`src/rtl/video_pkg.sv`:
```
// Shared video-unit constants, fill-engine FSM states and the tile-field mask helper.
package video_pkg;

    localparam int TILES_H     = 28;
    localparam int TILES_V     = 18;
    localparam int TILES_TOTAL = TILES_H * TILES_V;
    localparam int VRAM_SIZE   = (TILES_TOTAL + 3) / 4;
    localparam int TILE_W      = $clog2(TILES_TOTAL);
    localparam int ADDR_W      = $clog2(VRAM_SIZE);

    typedef enum logic [2:0] {
        ST_IDLE,
        ST_PICK,
        ST_RD,
        ST_WR,
        ST_DONE
    } fill_state_e;

    // Sets the 2-bit fields of tiles first_k..last_k (inclusive) within one byte.
    function automatic logic [7:0] tile_field_mask(input logic [1:0] first_k,
                                                   input logic [1:0] last_k);
        logic [7:0] m;
        m = '0;
        for (int k = 0; k < 4; k++) begin
            if (2'(k) >= first_k && 2'(k) <= last_k) m[2*k +: 2] = 2'b11;
        end
        return m;
    endfunction

endpackage

```
`src/rtl/vram_fill_engine_if.sv`:
```
// Command handshake and VRAM write-port bundle between the CPU/video side and the fill engine.
interface vram_fill_engine_if;
    import video_pkg::*;

    logic              cmd_valid;
    logic              cmd_ready;
    logic [TILE_W-1:0] cmd_start;
    logic [TILE_W:0]   cmd_count;
    logic [1:0]        cmd_color;
    logic [ADDR_W-1:0] vram_addr;
    logic [7:0]        vram_wdata;
    logic              vram_wenable;
    logic [7:0]        vram_rdata;

    modport master (
        output cmd_valid, cmd_start, cmd_count, cmd_color, vram_rdata,
        input  cmd_ready, vram_addr, vram_wdata, vram_wenable
    );

    modport slave (
        input  cmd_valid, cmd_start, cmd_count, cmd_color, vram_rdata,
        output cmd_ready, vram_addr, vram_wdata, vram_wenable
    );

endinterface

```
`src/rtl/vram_fill_engine_merge.sv`:
```
// Combinational per-byte coverage mask and read-modify-write merge for the fill engine.
module vram_fill_merge
    import video_pkg::*;
(
    input  logic [ADDR_W-1:0] b,
    input  logic [TILE_W-1:0] s,
    input  logic [TILE_W-1:0] e,
    input  logic [1:0]        color,
    input  logic [7:0]        rdata,
    output logic [7:0]        mask,
    output logic              is_full,
    output logic [7:0]        merged
);

    logic [1:0] first_k;
    logic [1:0] last_k;

    // Only the first and last bytes of the range can be partially covered.
    assign first_k = (s[TILE_W-1:2] == b) ? s[1:0] : 2'd0;
    assign last_k  = (e[TILE_W-1:2] == b) ? e[1:0] : 2'd3;

    assign mask    = tile_field_mask(first_k, last_k);
    assign is_full = (mask == 8'hFF);
    assign merged  = (rdata & ~mask) | ({4{color}} & mask);

endmodule

```
`src/rtl/vram_fill_engine.sv`:
```
// Tile fill engine: writes a palette index over a tile range, RMW only on edge bytes.
// Optional sticky completion interrupt under `define VRAM_FILL_IRQ_EN.
module vram_fill_engine
    import video_pkg::*;
(
    input  logic clk,
    input  logic rst,
    vram_fill_engine_if.slave bus,
    output logic busy,
    output logic done
`ifdef VRAM_FILL_IRQ_EN
    ,
    output logic irq,
    input  logic irq_ack
`endif
);

    localparam logic [TILE_W-1:0] LAST_TILE = TILE_W'(TILES_TOTAL - 1);

    fill_state_e       state, state_nx;
    logic [TILE_W-1:0] s_q, e_q;
    logic [1:0]        color_q;
    logic [ADDR_W-1:0] b_q;
    logic [7:0]        rdata_q;

    logic              accept;
    logic              cmd_empty;
    logic [TILE_W+1:0] last_raw;
    logic [TILE_W-1:0] last_clamped;
    logic              last_byte;
    logic [7:0]        mask;
    logic              is_full;
    logic [7:0]        merged;

    assign accept       = bus.cmd_valid && bus.cmd_ready;
    assign cmd_empty    = (bus.cmd_count == '0) || (bus.cmd_start > LAST_TILE);
    assign last_raw     = {2'b00, bus.cmd_start} + {1'b0, bus.cmd_count} - (TILE_W+2)'(1);
    assign last_clamped = (last_raw > {2'b00, LAST_TILE}) ? LAST_TILE : last_raw[TILE_W-1:0];
    assign last_byte    = (b_q == e_q[TILE_W-1:2]);

    vram_fill_merge u_merge (
        .b       (b_q),
        .s       (s_q),
        .e       (e_q),
        .color   (color_q),
        .rdata   (rdata_q),
        .mask    (mask),
        .is_full (is_full),
        .merged  (merged)
    );

    always_ff @(posedge clk or posedge rst) begin
        if (rst) begin
            state   <= ST_IDLE;
            s_q     <= '0;
            e_q     <= '0;
            color_q <= '0;
            b_q     <= '0;
            rdata_q <= '0;
        end else begin
            state <= state_nx;
            if (accept) begin
                s_q     <= bus.cmd_start;
                e_q     <= last_clamped;
                color_q <= bus.cmd_color;
                b_q     <= bus.cmd_start[TILE_W-1:2];
            end
            if (state == ST_RD) rdata_q <= bus.vram_rdata;
            if (state == ST_WR && !last_byte) b_q <= b_q + ADDR_W'(1);
        end
    end

    always_comb begin
        state_nx         = state;
        bus.cmd_ready    = 1'b0;
        bus.vram_wenable = 1'b0;
        bus.vram_wdata   = '0;
        busy             = 1'b1;
        done             = 1'b0;
        case (state)
            ST_IDLE: begin
                bus.cmd_ready = 1'b1;
                busy          = 1'b0;
                if (bus.cmd_valid) state_nx = cmd_empty ? ST_DONE : ST_PICK;
            end
            ST_PICK: state_nx = is_full ? ST_WR : ST_RD;
            ST_RD:   state_nx = ST_WR;
            ST_WR: begin
                bus.vram_wenable = 1'b1;
                bus.vram_wdata   = merged;
                state_nx         = last_byte ? ST_DONE : ST_PICK;
            end
            ST_DONE: begin
                done     = 1'b1;
                state_nx = ST_IDLE;
            end
            default: state_nx = ST_IDLE;
        endcase
    end

    // Address is driven from PICK onward so registered-read VRAM has data ready by the end of RD.
    assign bus.vram_addr = b_q;

`ifdef VRAM_FILL_IRQ_EN
    logic irq_q;

    always_ff @(posedge clk or posedge rst) begin
        if (rst) irq_q <= 1'b0;
        else     irq_q <= done | (irq_q & ~irq_ack);
    end

    // OR-ing done in makes irq visible in the done cycle itself.
    assign irq = irq_q | done;
`endif

endmodule

```
`src/flat_wrapper.sv`:
```
// flat-port wrapper written by rule: the top's interface ports become plain ports
module vram_fill_engine_flat import video_pkg::*;
  (clk, rst, busy, done, bus_cmd_valid, bus_cmd_start, bus_cmd_count, bus_cmd_color, bus_vram_rdata, bus_cmd_ready, bus_vram_addr, bus_vram_wdata, bus_vram_wenable);
  vram_fill_engine_if bus_i ();
  input  logic clk;
  input  logic rst;
  output logic busy;
  output logic done;
  input wire logic [$bits(bus_i.cmd_valid)-1:0] bus_cmd_valid;
  input wire logic [$bits(bus_i.cmd_start)-1:0] bus_cmd_start;
  input wire logic [$bits(bus_i.cmd_count)-1:0] bus_cmd_count;
  input wire logic [$bits(bus_i.cmd_color)-1:0] bus_cmd_color;
  input wire logic [$bits(bus_i.vram_rdata)-1:0] bus_vram_rdata;
  output wire logic [$bits(bus_i.cmd_ready)-1:0] bus_cmd_ready;
  output wire logic [$bits(bus_i.vram_addr)-1:0] bus_vram_addr;
  output wire logic [$bits(bus_i.vram_wdata)-1:0] bus_vram_wdata;
  output wire logic [$bits(bus_i.vram_wenable)-1:0] bus_vram_wenable;
  assign bus_i.cmd_valid = bus_cmd_valid;
  assign bus_i.cmd_start = bus_cmd_start;
  assign bus_i.cmd_count = bus_cmd_count;
  assign bus_i.cmd_color = bus_cmd_color;
  assign bus_i.vram_rdata = bus_vram_rdata;
  assign bus_cmd_ready = bus_i.cmd_ready;
  assign bus_vram_addr = bus_i.vram_addr;
  assign bus_vram_wdata = bus_i.vram_wdata;
  assign bus_vram_wenable = bus_i.vram_wenable;
  vram_fill_engine u_core (.clk(clk), .rst(rst), .bus(bus_i), .busy(busy), .done(done));
endmodule
```
`config.mk`:
```
export PLATFORM = sky130hd
export DESIGN_NAME = vram_fill_engine_flat
export DESIGN_NICKNAME = d
export VERILOG_FILES = /design/src/rtl/video_pkg.sv /design/src/rtl/vram_fill_engine_if.sv /design/src/rtl/vram_fill_engine_merge.sv /design/src/rtl/vram_fill_engine.sv /design/src/flat_wrapper.sv
export SDC_FILE = /design/constraint.sdc
export NUM_CORES = 1
export LEC_CHECK = 0
export ABC_CLOCK_PERIOD_IN_PS = 4000
export BUFFER_PORTS_ARGS = -buffer_cell sky130_fd_sc_hd__buf_2
export CORE_MARGIN = 8
export CORE_UTILIZATION = 30
export DETAILED_ROUTE_END_ITERATION = 8
export PLACE_DENSITY = 0.51
export SYNTH_ARGS = -nofsm -noshare
export SYNTH_HDL_FRONTEND = slang
export SYNTH_SLANG_ARGS = --single-unit
export TNS_END_PERCENT = 100
```
`constraint.sdc`:
```
create_clock -name clk -period 4 [get_ports clk]
set_input_delay 0.2 -clock clk [delete_from_list [all_inputs] [get_ports clk]]
set_output_delay 0.2 -clock clk [all_outputs]
set_load 0.02 [all_outputs]
```
==> metrics.cfg, run 1 <==
[outcome]
outcome=complete, no violations

[drt]
drt_wl_total_mm=6.96
first_pass_iters=5
first_iter_violations=63
dr_total_vias=2235
wire_per_inst_um=15.2
postRouteAntennaNets=0
avgViaCountPerCell=4.87
drcViolationCount=0

[sta]
fin_skew_ns=0.00860
fin_setup_tns_ns=0
period_share=0.660
period_needed_ns=2.64
layout_setup_ws_ns=1.36
hold_viol_final=0
maxSlewViolCount=0
rsz0062_at_grt=no
relSlewSlack=0.505
tightest_slew_ns=0.741
fmax_mhz=379
setup_viol=0

[clock_network]
postCtsSetupRepairBufs=0
postCtsHoldBufs=0
cts_buffers=5
clockRootBuffer=clkbuf_8
cts_sinks=38
cts_tree=built
clk_path_buf_depth=2
h-tree-depth=2
clk_pin_slew_ns=0.08
cts_resized=0
clk_latency_ns=0.29

[placed_design]
dpl_worst_slack_ns=1.23
port_buffers=50
placed_area_um2=3020
globalplace.congestion=0.800
dp_hpwl_mm=5.54

[floorplan]
num_rows=34
ios=51
die_area_um2=12100
die_h_um=110
core_um2=8640
die_x_um=110
start_util=0.307

[synth]
synth-seq-area-share=0.359
yosys-top-cells-area=dfrtp_1 36%, ha_1 9.0%, inv_1 6.8%
ys_types=55
ys_seq_elements=38
synth_top_cell_area_share=0.359
synth_fp_nets=351
synth_edf_count=0
synthCells=299
async_reset_ff_frac=1.00
yosysWarningCount=0
synth_flop_cell=dfrtp_1
avgSynthCellArea_um2=8.87
netlist_area_um2=2650
synth.largest_area_cell=dfrtp_1

[setup_path]
setup.worst_path.class=reg2out
path_max_fanout=7
crit_arrival_ns=2.44
crit_path_end_kind=primary output
cp_data_required_time_ns=3.80
critPathLaunchType=flop

[final_layout]
antenna_cells=0
drive_above_1_share=0.225
area_growth_pct=19.1
layout.nets=402
fin_area_um2=3160
final_cell_mix=50 x buf_2, 48 x inv_1, 38 x dfrtp_1, 34 x nand2_1, 19 x ha_1
final_common_cell=buf_2

[global_route]
met2_usage=0.202
antenna_found_initial=0
grt_pass1_vias=2305
gr-max-usage-layer=met2
grt_util_met3=0.0192
overflow=0
grt_use_total=0.124
grt_max_degree=39
grt_pass1_wl_mm=11.8
grtUsageMet1=0.164

[worst_hold_path]
hp-class=in2async

[power]
power.leakage_nw=1.52
ir_drop_uv=259
p_total_w=0.00204
p_per_area_nw_per_um2=645

[run]
cap_violations=0

-- worst paths after layout --
check | slack, ns | from | endpoint | cells past startpoint
worst max-delay path | 1.36 | u_core.bus.vram_addr[0]$_DFFE_PP0P_ | bus_vram_wdata[4] | 7
worst min-delay path | 0.007 | rst | u_core.rdata_q[0]$_DFFE_PP0N_ | 3
worst max register to register | 1.88 | u_core.state[0]$_DFFE_PP0P_ | u_core.bus.vram_addr[5]$_DFFE_PP0P_ | 5
worst min register to register | 0.51 | u_core.s_q[4]$_DFFE_PP0P_ | u_core.s_q[4]$_DFFE_PP0P_ | 2
max in group asynchronous | 3.64 | rst | u_core.bus.vram_addr[3]$_DFFE_PP0P_ | 3
min in group clk | 0.11 | bus_cmd_color[0] | u_core.color_q[0]$_DFFE_PP0P_ | 3
-- state kept, by name (all words and copies together), names as in the netlist --
| signal | count |
|---|---|
| u_core.bus.vram_addr | 7 |
| u_core.color_q | 2 |
| u_core.e_q | 9 |
| u_core.rdata_q | 8 |
| u_core.s_q | 9 |
| u_core.state | 3 |
-- layout make-up --
type                       instances  area, um2
clock buffer                       5       68.8
clock inverter                     3       68.8
fill                             898       5480
inverter                          49        184
multi-input combinational        204       1490
sequential                        38        951
tap                              108        135
timing repair buffer              52        265
-- synthesized netlist by cell type (2+ instances only) --
| master | number |
|---|---|
| nand2_1 | 34 |
| mux2i_1 | 4 |
| ha_1 | 19 |
| and2_1 | 2 |
| a311oi_1 | 2 |
| dfrtp_1 | 38 |
| clkbuf_1 | 7 |
| nand3_1 | 7 |
| nor2b_1 | 3 |
| o31ai_1 | 3 |
| a21o_1 | 3 |
| a21oi_1 | 11 |
| xor2_1 | 17 |
| nor2_1 | 18 |
| o21ai_0 | 10 |
| nor3_1 | 3 |
| xnor2_1 | 5 |
| o22a_1 | 5 |
| o32a_1 | 3 |
| nand4_1 | 3 |
| nor4_1 | 5 |
| o22ai_1 | 3 |
| inv_1 | 48 |
| mux2_2 | 8 |
| nor3b_1 | 2 |
| o21ai_1 | 6 |
| nor4b_1 | 2 |
-- power breakdown --
part           internal, W  switching (W)  leakage [nW]
combinational     0.000389       0.000520          1.02
clock             0.000250       0.000147        0.0683
sequential        0.000551       0.000178         0.436
-- worst max-delay path: stages, from the launching register on --
cell     delay [ns]
dfrtp_1        0.49
xor2_1         0.18
nor4_1         0.41
or3b_1         0.41
o22ai_1        0.27
nand3_1        0.11
o21ai_1        0.09
buf_2          0.18
-- cell families (layout without fill, tap and decap cells) --
kind of cell               count (synthesis)  count (layout)  share of synthesized area
adders and majority gates                 20              20                     0.0972
and+or+nand+nor                           86              86                      0.157
AOI/OAI and AO/OA                         63              63                      0.180
xor gates and xnor gates                  22              22                     0.0727
muxes                                     13              13                     0.0533
DFF                                       38              38                      0.359
buffers and inverters                     57             109                     0.0812
-- metrics by stage --
step	utilization	hold slack, ns	cells
6_report	0.366	0.00670	459
5_1_grt	0.366	0.0458	459
4_1_cts	0.366	0.0243	459
3_5_place_dp	0.350	0.346	451
3_3_place_gp	0.350	0.347	451
2_1_floorplan	-	0.305	299
-- metal layers --
layer / routed length [um] / share of wire / up-vias
met4: 89 / 0.013 / 0
met1: 3290 / 0.47 / 1072
met3: 238 / 0.034 / 7
met5: 0 / 0 / -
li1: - / - / 1123
met2: 3340 / 0.48 / 33
Note: power is estimated with default switching activity, not from simulation.
==> run 2, diff against run 1 <==
ABC_CLOCK_PERIOD_IN_PS = 2300   (was 4000)
PLACE_DENSITY = 0.52   (was 0.51)
clock period = 2.3 ns   (was 4 ns; I/O delays follow)
==> run 2 against run 1 <==
The run now ends with setup timing left; global-route usage is 0.57 points higher; sequential cell count stayed put; via count increased by 8.2%; critical endpoint is now bus_vram_wdata[5]; largest cell class unchanged; largest power group unchanged.
==> metrics.cfg, run 2 (synthesis results as in run 1) <==
[final_layout]
final_common_cell=buf_4
layout.nets=455  ; +13%
area_growth_pct=39.2
top_regs=u_core.e_q (9), u_core.s_q (9), u_core.rdata_q (8)
drive_above_1_share=0.366  ; +0.141
antenna_cells=0  ; unchanged
final_cell_mix=57 x buf_4, 44 x inv_1, 44 x buf_2, 38 x dfrtp_1, 33 x nand2_1
finalNonFillerCells=512  ; +12%
nFillCells=878  ; -2.2%

[setup_path]
r2r-start=u_core.bus.vram_addr[2]$_DFFE_PP0P_
cpPeakStageDelay_ns=0.40  ; -0.09 ns
setup.worst_path.class=reg2out
path_max_fanout=4  ; -3
crit_arrival_ns=2.22  ; -0.22 ns
crit_slowest_cell=dfrtp_1
cpMostUsedCell=buf_4
cp_data_required_time_ns=2.18  ; -1.62 ns
startpoint=u_core.bus.vram_addr[4]$_DFFE_PP0P_
crit_path_end_kind=primary output
crit_chain=xor2_1 -> nor4_2 -> buf_4 -> or3b_4 -> o22ai_4 -> nand3_1 -> o21ai_1 -> buf_4
critPathLaunchType=flop

[worst_hold_path]
hold_start=bus_cmd_color[1]
hp-class=in2reg

[placed_design]
globalplace.congestion=0.810  ; +1.4%
dp_hpwl_mm=6.00  ; +8.2%
dpl_worst_slack_ns=-0.210  ; -1.44 ns
port_buffers=50  ; unchanged
placed_cells=498  ; +10%

[sta]
hold_viol_final=0  ; unchanged
period_needed_ns=2.33
fmax_mhz=429
maxSlewViolCount=0  ; unchanged
period_share=1.01
layout_setup_ws_ns=-0.0318  ; -1.39 ns
setup_viol=4  ; +4
tightest_slew_ns=0.520  ; -0.222 ns
fin_setup_tns_ns=-0.0848  ; -0.0848 ns
hold_slack_ns=0.0189  ; +0.0122 ns
fin_skew_ns=0.00719  ; -0.00141 ns
rsz0062_at_grt=yes
relSlewSlack=0.651  ; +0.146

[global_route]
grt_pass1_wl_mm=12.5  ; +5.9%
grt_max_degree=39  ; unchanged
grt_pass1_vias=2533  ; +9.9%
grt_use_total=0.129  ; +0.00572
overflow=0  ; unchanged
antenna_found_initial=0  ; unchanged

[drt]
drcViolationCount=0  ; unchanged
wire_per_inst_um=14.1  ; -7.0%
first_pass_iters=4  ; -1
avgViaCountPerCell=4.72  ; -3.0%
postRouteAntennaNets=0  ; unchanged
drt_wl_total_mm=7.23  ; +3.8%
dr_total_vias=2418  ; +8.2%
first_iter_violations=86  ; +37%

[floorplan]
die_area_um2=12100  ; unchanged
die_h_um=110  ; unchanged
core_um2=8640  ; unchanged
die_x_um=110  ; unchanged
ios=51  ; unchanged
num_rows=34  ; unchanged
start_util=0.307  ; unchanged

[clock_network]
cts_sinks=38  ; unchanged
clk_pin_slew_ns=0.08  ; about the same
cts_buffers=5  ; unchanged
h-tree-depth=2  ; unchanged
cts_tree=built
clockRootBuffer=clkbuf_8
clk_path_buf_depth=2  ; unchanged
clk_latency_ns=0.30  ; about the same

[run]
cap_violations=0  ; unchanged

[power]
power.leakage_nw=1.79  ; +17%
ir_drop_uv=426  ; +64%
p_per_area_nw_per_um2=1050  ; +63%
p_total_w=0.00389  ; +91%

[outcome]
outcome=finished with violations
violations=setup timing

## run 2: cell types whose count changed in the layout (fill, tap and decap cells not counted), moves of 2 or more
cell,previous run,this run
buf_4,2,57
nor4_2,0,2
dlygate4sd3_1,0,2
nor4_1,5,3
inv_2,1,4
ha_1,19,16
buf_6,0,2
a21oi_1,11,9
inv_1,48,44
ha_4,0,3
buf_2,50,44
## run 2: path summary, 6_finish.rpt
path	end	slack [ns]	depth (start not counted)
setup / recovery	bus_vram_wdata[5]	-0.03	8
hold / removal	u_core.color_q[1]$_DFFE_PP0P_	0.02	3
setup reg to reg	u_core.bus.vram_addr[4]$_DFFE_PP0P_	0.36	7
hold reg to reg	u_core.s_q[2]$_DFFE_PP0P_	0.50	2
max in group asynchronous	u_core.s_q[7]$_DFFE_PP0P_	1.49	4
min in group asynchronous	u_core.rdata_q[0]$_DFFE_PP0N_	0.48	4
## run 2: power by group
group	internal (W)	total (W)	switching, W
Clock	0.000435	0.000687	0.000253
Sequential	0.000960	0.00123	0.000268
Combinational	0.000924	0.00198	0.00105
## run 2: per-stage QoR
| step | instance area, um2 | util |
|---|---|---|
| 6_report | 3690 | 0.427 |
| 3_5_place_dp | 3440 | 0.399 |
| 5_1_grt | 3690 | 0.427 |
| 3_3_place_gp | 3440 | 0.399 |
| 4_1_cts | 3650 | 0.423 |
| 2_1_floorplan | 2720 | - |
## run 2: timing repair
item	CTS	global route
endpoints found under the hold margin	39	0
hold buffers	2	0
gates resized for setup	10	5
pin swaps	9	1
setup endpoints to repair	8	8
buffers inserted	1	3
## run 2: critical path, delay by kind of cell, from the launching register on
| kind | cells | cell delay [ns] |
|---|---|---|
| flops | 1 | 0.40 |
| xor+xnor | 1 | 0.17 |
| simple gates | 3 | 0.80 |
| compound gates | 2 | 0.23 |
| buf+inv | 2 | 0.32 |
## run 2: final cells by class
| type | count | area, um2 | share of cell area |
|---|---|---|---|
| clock buffer | 5 | 68.8 | 0.0186 |
| clock inverter | 3 | 68.8 | 0.0186 |
| sequential | 38 | 951 | 0.258 |
| inverter | 49 | 186 | 0.0505 |
| tap | 108 | 135 | 0.0366 |
| multi-input combinational | 204 | 1590 | 0.431 |
| timing repair buffer | 105 | 691 | 0.187 |
## run 2: per-layer routing
metal  vias up  share of wire  global-route usage
li1       1232              -                   -
met1      1136           0.44               0.163
met2        43           0.50               0.220
met3         7          0.038              0.0186
met4         0          0.015              0.0444
met5         -              0                   0
==> run 3, diff against run 2 <==
REMOVE_ABC_BUFFERS = 1   (was not set)
==> run 3 against run 2 <==
The flow still finishes with violations (setup timing); global-route usage fell by 0.25 points; power fell by 1.7%; first-iteration DRC count down 1.2%; final cell count increased by 0.98%; clock skew grew 0.0029 ns; critical path depth unchanged; sequential power is essentially flat; largest power group unchanged; highest routed layer unchanged.
==> metrics.cfg, run 3 (synthesis results as in run 1) <==
[drt]
dr_total_vias=2453  ; +1.4%
first_iter_violations=85  ; -1.2%
drt_wl_total_mm=7.50  ; +3.7%
route.met2.wl_mm=3.68  ; +1.3%
avgViaCountPerCell=4.74  ; +0.47%
top_layer=met4
wl_met3_um=252  ; -8.4%
first_pass_iters=4  ; unchanged
postRouteAntennaNets=0  ; unchanged
wire_per_inst_um=14.5  ; +2.7%
routedLengthMet1_mm=3.48  ; +8.4%
drcViolationCount=0  ; unchanged

[setup_path]
setup.worst_path.class=reg2out
r2r-start=u_core.bus.vram_addr[2]$_DFFE_PP0P_
startpoint=u_core.bus.vram_addr[4]$_DFFE_PP0P_
crit_path_end_kind=primary output
critPathLaunchType=flop
crit_arrival_ns=2.26  ; +0.04 ns
worstReg2RegEnd=u_core.bus.vram_addr[5]$_DFFE_PP0P_
path_max_fanout=4  ; unchanged
r2r_cells=8  ; +1
reg2reg_slack_ns=0.40  ; +0.04 ns
cp_data_required_time_ns=2.18  ; about the same
endpoint=bus_vram_wdata[5]

[global_route]
grt_pass1_vias=2500  ; -1.3%
grt_use_total=0.127  ; -0.00251
grt_pass1_wl_mm=12.3  ; -1.2%
overflow=0  ; unchanged
antenna_found_initial=0  ; unchanged
grt_max_degree=39  ; unchanged

[power]
seq_power_share=0.321  ; +0.005
p_int_w=0.00225  ; -3.0%
p_per_area_nw_per_um2=1040  ; -1.4%
pwr-share-comb=0.526  ; +0.018
switching_power_w=0.00158  ; +0.27%
swShare=0.412  ; +0.00804
clkPwrFrac=0.153  ; -0.024
ir_drop_uv=282  ; -34%
power.leakage_nw=1.81  ; +1.2%

[final_layout]
finalNonFillerCells=517  ; +0.98%
nFillCells=868  ; -1.1%
final_cell_mix=63 x buf_4, 47 x inv_1, 45 x buf_2, 38 x dfrtp_1, 33 x nand2_1
seq_area_um2=951  ; unchanged
final_common_cell=buf_4
multiInputGateArea_um2=1570  ; -1.4%
drive_above_1_share=0.367  ; +0.000412
layout.nets=461  ; +1.3%
area_growth_pct=38.8
fin_area_um2=3680  ; -0.27%
antenna_cells=0  ; unchanged
fin_util=0.426  ; -0.00116
top_regs=u_core.e_q (9), u_core.s_q (9), u_core.rdata_q (8)

[clock_network]
cts_tree=built
cts_buffers=5  ; unchanged
clk_pin_slew_ns=0.08  ; about the same
cts_sinks=38  ; unchanged
clk_path_buf_depth=2  ; unchanged
h-tree-depth=2  ; unchanged
clk_latency_ns=0.29  ; about the same
clockRootBuffer=clkbuf_8

[run]
cap_violations=0  ; unchanged

[floorplan]
ios=51  ; unchanged
die_h_um=110  ; unchanged
die_area_um2=12100  ; unchanged
die_x_um=110  ; unchanged
start_util=0.307  ; unchanged
num_rows=34  ; unchanged
core_um2=8640  ; unchanged

[sta]
relSlewSlack=0.644  ; -0.00660
rsz0062_at_grt=yes
setup_viol=4  ; unchanged
hold_viol_final=0  ; unchanged
period_needed_ns=2.37  ; +0.0427 ns
period_share=1.03  ; +0.0186
layout_setup_ws_ns=-0.0746  ; -0.0427 ns
tightest_slew_ns=0.529  ; +0.00982 ns
maxSlewViolCount=0  ; unchanged
fmax_mhz=421  ; -1.8%
fin_skew_ns=0.0101  ; +0.00288 ns
fin_setup_tns_ns=-0.194  ; -0.109 ns

[placed_design]
port_buffers=50  ; unchanged
dpl_worst_slack_ns=-0.308  ; -0.0980 ns
globalplace.congestion=0.853  ; +5.3%
placed_cells=507  ; +1.8%
dp_hpwl_mm=6.05  ; +0.95%
placed_area_um2=3440  ; -0.11%

[outcome]
violations=setup timing
outcome=finished with violations

[worst_hold_path]
hp-class=in2reg

## run 3: cell count changes in the layout (fill, tap and decap cells not counted), moves of 2 or more
cell   before  now
buf_4      57   63
ha_4        3    0
inv_1      44   47
ha_1       16   18
inv_2       4    2
## run 3: timing repair
action | CTS | global route
pin swaps | 3 | 12
endpoints found under the setup margin | 10 | 16
endpoints found under the hold margin | 38 | 0
hold buffers | 1 | 0
setup buffers | 1 | 1
resized for setup | 10 | 14
## run 3: worst min path at each step
stage	cells after the start	to	startpoint
5_1_grt	2	u_core.rdata_q[4]$_DFFE_PP0N_	bus_vram_rdata[4]
6_report	3	u_core.color_q[0]$_DFFE_PP0P_	bus_cmd_color[0]
3_3_place_gp	3	u_core.bus.vram_addr[0]$_DFFE_PP0P_	rst
3_5_place_dp	3	u_core.state[0]$_DFFE_PP0P_	rst
2_1_floorplan	2	u_core.color_q[0]$_DFFE_PP0P_	bus_cmd_color[0]
4_1_cts	3	u_core.color_q[0]$_DFFE_PP0P_	bus_cmd_color[0]
## run 3: area by class of cell
type	count	share of cell area
multi-input combinational	204	0.426
sequential	38	0.258
timing repair buffer	111	0.199
inverter	49	0.0500
tap	108	0.0367
clock buffer	6	0.0224
clock inverter	1	0.00816
## run 3: power groups by stage
stage	Combinational, W	Sequential (W)	Clock [W]
floorplan	0.00114	0.00126	0
global placement	0.00189	0.00122	0
detailed placement	0.00191	0.00123	0
CTS	0.00198	0.00122	0.000599
global route	0.00222	0.00126	0.000630
finish	0.00201	0.00123	0.000587
## run 3: worst max-delay path: stages, from the launching register on
cell and delay, ns:
dfrtp_1 0.39, xor2_1 0.18, nor4_2 0.33, buf_4 0.17, or3b_4 0.39, o22ai_4 0.16
nand3_1 0.11, o21ai_1 0.08, buf_4 0.15
## run 3: per-stage QoR
stage / hold WS (ns) / power [W]
after detailed placement: 0.270 / 0.00314
after global placement: 0.261 / 0.00311
after global routing: 0.0422 / 0.00411
final: 0.00903 / 0.00383
after floorplan: 0.220 / 0.00239
after CTS: 0.00824 / 0.00380
## run 3: routing by layer
layer	GRT usage	vias to the layer above
met5	0	-
met4	0.0347	0
met3	0.0151	7
met2	0.215	43
met1	0.166	1163
li1	-	1240
